### src/rtl/adc16dv160_input_capture.sv
// rtl/adc16dv160_input_capture.sv - ADC sample capture into a small FIFO emitted as an AXI4-Stream packet
module adc16dv160_input_capture #(
  parameter int FIFO_DEPTH = 8,
  parameter int DATA_W     = 16
) (
  input  logic              ACLK,
  input  logic              ARESET,
  input  logic [DATA_W-1:0] adc_data,
  input  logic              adc_valid,
  input  logic [31:0]       dsize,
  input  logic              cr_test,
  input  logic              cr_start,
  output logic [DATA_W-1:0] M_AXIS_TDATA,
  output logic              M_AXIS_TVALID,
  input  logic              M_AXIS_TREADY,
  output logic              M_AXIS_TLAST,
  output logic              busy,
  output logic              done,
  output logic              ovf,
  output logic [31:0]       sample_cnt
);

  localparam int AW = $clog2(FIFO_DEPTH);
  localparam int OW = AW + 1;
  // Last free slot is kept for a forced TLAST entry so every packet terminates.
  localparam logic [AW:0] OCC_LIM = OW'(FIFO_DEPTH - 1);

  typedef enum logic [1:0] {S_IDLE, S_CAPTURE, S_DRAIN} state_t;

  state_t            state_q, state_d;
  logic [31:0]       len_q, len_d;
  logic              mode_q, mode_d;
  logic [31:0]       cnt_q, cnt_d;
  logic              done_q, done_d;
  logic              ovf_q, ovf_d;
  logic [AW-1:0]     wr_ptr_q, wr_ptr_d;
  logic [AW-1:0]     rd_ptr_q, rd_ptr_d;
  logic [AW:0]       occ_q, occ_d;
  logic [DATA_W:0]   mem_q [FIFO_DEPTH];

  logic              push, pop, push_last, is_final;
  logic [DATA_W-1:0] push_data;
  logic [AW:0]       occ_post;
  logic [DATA_W:0]   head;

  assign head          = mem_q[rd_ptr_q];
  assign M_AXIS_TVALID = (occ_q != '0);
  assign M_AXIS_TDATA  = M_AXIS_TVALID ? head[DATA_W-1:0] : '0;
  assign M_AXIS_TLAST  = M_AXIS_TVALID & head[DATA_W];
  assign busy          = (state_q != S_IDLE);
  assign done          = done_q;
  assign ovf           = ovf_q;
  assign sample_cnt    = cnt_q;

  // Capture FSM next-state, status updates and FIFO pointer bookkeeping.
  always_comb begin
    state_d   = state_q;
    len_d     = len_q;
    mode_d    = mode_q;
    cnt_d     = cnt_q;
    done_d    = done_q;
    ovf_d     = ovf_q;
    wr_ptr_d  = wr_ptr_q;
    rd_ptr_d  = rd_ptr_q;
    occ_d     = occ_q;
    push      = 1'b0;
    push_last = 1'b0;
    pop       = M_AXIS_TVALID & M_AXIS_TREADY;
    occ_post  = occ_q - OW'(pop);
    is_final  = (cnt_q == len_q - 32'd1);
    push_data = mode_q ? cnt_q[DATA_W-1:0] : adc_data;

    case (state_q)
      S_IDLE: begin
        if (cr_start) begin
          len_d  = dsize;
          mode_d = cr_test;
          ovf_d  = 1'b0;
          cnt_d  = '0;
          if (dsize == 32'd0) begin
            done_d = 1'b1;
          end else begin
            done_d  = 1'b0;
            state_d = S_CAPTURE;
          end
        end
      end
      S_CAPTURE: begin
        if (adc_valid) begin
          push  = 1'b1;
          cnt_d = cnt_q + 32'd1;
          if (is_final) begin
            push_last = 1'b1;
            state_d   = S_DRAIN;
          end else if (occ_post == OCC_LIM) begin
            push_last = 1'b1;
            ovf_d     = 1'b1;
            state_d   = S_DRAIN;
          end
        end
      end
      S_DRAIN: begin
        if (pop && head[DATA_W]) begin
          done_d  = 1'b1;
          state_d = S_IDLE;
        end
      end
      default: state_d = S_IDLE;
    endcase

    if (push) wr_ptr_d = wr_ptr_q + 1'b1;
    if (pop)  rd_ptr_d = rd_ptr_q + 1'b1;
    case ({push, pop})
      2'b10:   occ_d = occ_q + 1'b1;
      2'b01:   occ_d = occ_q - 1'b1;
      default: occ_d = occ_q;
    endcase
  end

  // State and status registers; reset empties the FIFO and discards any packet.
  always_ff @(posedge ACLK or posedge ARESET) begin
    if (ARESET) begin
      state_q  <= S_IDLE;
      len_q    <= '0;
      mode_q   <= 1'b0;
      cnt_q    <= '0;
      done_q   <= 1'b0;
      ovf_q    <= 1'b0;
      wr_ptr_q <= '0;
      rd_ptr_q <= '0;
      occ_q    <= '0;
    end else begin
      state_q  <= state_d;
      len_q    <= len_d;
      mode_q   <= mode_d;
      cnt_q    <= cnt_d;
      done_q   <= done_d;
      ovf_q    <= ovf_d;
      wr_ptr_q <= wr_ptr_d;
      rd_ptr_q <= rd_ptr_d;
      occ_q    <= occ_d;
    end
  end

  // FIFO storage; contents are only observed through an occupied head slot.
  always_ff @(posedge ACLK) begin
    if (push) mem_q[wr_ptr_q] <= {push_last, push_data};
  end

endmodule

### config.mk
export PLATFORM = sky130hd
export DESIGN_NAME = adc16dv160_input_capture
export DESIGN_NICKNAME = d
export VERILOG_FILES = /design/src/rtl/adc16dv160_input_capture.sv
export SDC_FILE = /design/constraint.sdc
export NUM_CORES = 1
export LEC_CHECK = 0
export ABC_AREA = 1
export CORE_MARGIN = 2
export CORE_UTILIZATION = 40
export CTS_CLUSTER_SIZE = 28
export DETAILED_ROUTE_END_ITERATION = 7
export HOLD_SLACK_MARGIN = 0.06
export PLACE_DENSITY = 0.71
export SLEW_MARGIN = 20
export SYNTH_ARGS = -nofsm -noshare
export SYNTH_HDL_FRONTEND = slang
export SYNTH_SLANG_ARGS = --single-unit
### constraint.sdc
create_clock -name ACLK -period 3.3 [get_ports ACLK]
set_input_delay 0.99 -clock ACLK [delete_from_list [all_inputs] [get_ports ACLK]]
set_output_delay 0.99 -clock ACLK [all_outputs]
set_load 0.01 [all_outputs]
==> qor.yml <==
floorplanning:
  io_pins: 107
  die_area_sq_um: 28240
  start_util_pct: 40.29
  die_h_um: 168.1
  coreArea_sq_um: 26730
  rows: 60
  die_w_um: 168.1
critical_path:
  slowest_delay_ns: 0.46
  end_kind: "output pin"
  crit_path_top_delay_cell: "dfrtp_2"
  arrival_ns: 2.20
  cp_top_family: "buffers and inverters"
  start_kind: "flop"
  path_max_fanout: 29
  crit_chain: "inv_4 -> buf_12 -> o21ai_0 -> o22ai_1 -> nand2_1 -> nand2_1 -> inv_1 -> a31oi_1 -> dlygate4sd2_1"
  cpMostUsedCell: "nand2_1"
  critPathRequiredTime_ns: 2.31
  path_class: "flop to output pin"
  cp_num_buf_inv: 4
sta:
  final_hold_viol_count: 0
  skew_ns: 0.01405
  fin_crit_sh_pct: 96.56
  rsz0062_at_grt: "no"
  slew_headroom_pct: 48.15
  setup_violations: 0
  clock.fmax_ghz: 0.3138
  timing.hold.ws_ns: 0.4716
  tns_ns: 0
  final_max_slew_viol_count: 0
  min_period_ns: 3.187
  layout_setup_ws_ns: 0.1134
  worstMarginPinSlew_ns: 0.7778
grt:
  grt_pass1_vias: 8336
  antenna_found_initial: 0
  grt_first_pass_wirelength_mm: 44.62
  grt_max_degree: 53
  grt_overflow: 0
  grt_usage_pct: 19.94
clock_network:
  clock-sinks: 215
  clock_path_buffers: 3
  clkTransAtPathRegs_ns: 0.06
  worstSkewPairLatency_ns: 0.52
  tritoncts: "done"
  cts_hold_buf: 0
  cts_made_buffers: 24
  h-tree-depth: 1
  clock-root-buffer: "clkbuf_16"
logic_synthesis:
  ys_dominant_reg_cell: "edfxtp_1"
  ys_top_cells_by_area: "edfxtp_1 38%, dfrtp_1 18%, nand2_1 8.4%"
  syn_inst: 1182
  synth_area_per_cell_sq_um: 9.109
  synth-seq-area-share_pct: 56.29
  synth_warnings: 0
  yosysTopAreaCellShare_pct: 37.93
  synthesis.area_sq_um: 10770
  synth_edf_count: 136
  ys_types: 47
  synth_top_area_cell: "edfxtp_1"
  syn_nets: 1246
  synth-async-reset-ratio_pct: 36.74
  synth-seq-cells: 215
route:
  drtAntennaViolNets: 0
  drc: 0
  vias_per_cell: 5.279
  drt_iter0_drc: 681
  wl_per_cell_um: 17.26
  drt_wl_total_mm: 28.75
  vias: 8794
  drt-pass1-iter-count: 5
pwr:
  p_leak_nw: 5.351
  p_total_mw: 11.13
  powerDensity_nw_per_um2: 843.2
  ir_drop_v: 0.0004385
cells_and_area:
  diodes: 0
  final_util_pct: 49.37
  fin_cells: 1666
  layout-drive-gt1-share_pct: 9.057
  final_area_sq_um: 13200
  area_growth_pct: 22.56
  fill_cells: 2509
  nets: 1371
outcome:
  status: "finished, final reports clean"
placed_design:
  dp_cells: 1619
  placed_cell_area_sq_um: 12410
  gp_congestion: 0.9147
  portBuffers: 106
  hpwl_mm: 19.78
  post-place-ws_ns: 0.2164
job:
  max_cap_viol_count: 0
worst_hold_path:
  min_path_type: "flop to flop"
-- Yosys cell counts (all sizes together), types with 3 or more instances --
library cell,count
a21oi,32
dfrtp,79
o31ai,3
nand4,19
o21ai,126
a211oi,3
nor2,224
nor3,19
o22ai,18
nand3,24
a31oi,19
xor2,27
edfxtp,136
nor4,15
inv,95
mux2,5
xnor2,15
buf,7
ha,9
nand2,251
o21bai,5
clkbuf,32
nand3b,8
-- power breakdown --
| part | switching, mW | internal [mW] | leakage [nW] |
|---|---|---|---|
| Combinational | 2.78 | 1.75 | 2.73 |
| Clock | 1.07 | 1.42 | 0.361 |
| Sequential | 0.474 | 3.64 | 2.26 |
-- flip-flops by register name, summed over array words and instances (netlist names) --
name / cells
done: 1
len_q: 32
mem_q: 136
mode_q: 1
occ_q: 4
ovf: 1
rd_ptr_q: 3
sample_cnt: 32
state_q: 2
wr_ptr_q: 3
-- worst paths after layout --
path,endpoint,slack [ns],from,depth (start not counted)
max,M_AXIS_TLAST,0.11,rd_ptr_q[0],9
min,occ_q[0],0.47,occ_q[0],1
max reg2reg,mem_q[6][16],0.63,occ_q[2],13
min reg2reg,occ_q[0],0.47,occ_q[0],1
max in group asynchronous,sample_cnt[29],1.74,ARESET,3
min in group asynchronous,len_q[9],0.87,ARESET,2
-- cell type report --
cell class	instances	area [sq um]	area share [%]
Clock inverter	15	112.6	0.8534
Sequential cell	215	6062	45.94
Multi-Input combinational cell	832	4187	31.73
Inverter	96	366.6	2.778
Timing Repair Buffer	138	1421	10.77
Clock buffer	29	619.3	4.694
Tap cell	341	426.7	3.233
-- cell usage in the layout (no fill, tap or decap), drive strengths merged, types with 2 or more instances in the layout --
| master | n |
|---|---|
| nand2 | 251 |
| nor2 | 224 |
| edfxtp | 136 |
| o21ai | 126 |
| inv | 95 |
| clkdlybuf4s50 | 89 |
| dfrtp | 79 |
| a21oi | 32 |
| clkbuf | 31 |
| buf | 30 |
| xor2 | 27 |
| nand3 | 24 |
| a31oi | 19 |
| nand4 | 19 |
| nor3 | 19 |
| o22ai | 18 |
| xnor2 | 15 |
| nor4 | 15 |
| dlygate4sd2 | 14 |
| clkinv | 14 |
| ha | 9 |
| nand3b | 8 |
| o21bai | 5 |
| mux2 | 5 |
| a211oi | 3 |
| o31ai | 3 |
| dlymetal6s2s | 3 |
| or2 | 2 |
| and2 | 2 |
| and3 | 2 |
-- routing by layer --
layer / wire (um) / share of wire, % / up-vias / GRT usage [%]
li1: - / - / 4249 / -
met1: 11840 / 41 / 4217 / 25.17
met2: 14440 / 50 / 272 / 35.61
met3: 1677 / 5.8 / 56 / 3.103
met4: 791 / 2.8 / 0 / 5.622
met5: 0 / 0 / - / 0
-- cells by family after synthesis --
logic type | count (synthesis) | share of synthesized area, %
mux | 5 | 0.5229
simple gates | 566 | 23.20
compound gates | 209 | 10.52
xor+xnor | 42 | 3.417
flops | 215 | 56.29
buf+inv | 135 | 4.823
fa+ha+maj | 10 | 1.232
-- what timing repair did --
item / CTS / global route
resized for setup: 15 / 6
cloned: 0 / 2
setup endpoints to repair: 17 / 3
setup buffers: 0 / 1
endpoints found under the hold margin: 0 / 0
No activity file was read; power rests on OpenSTA's default activity.
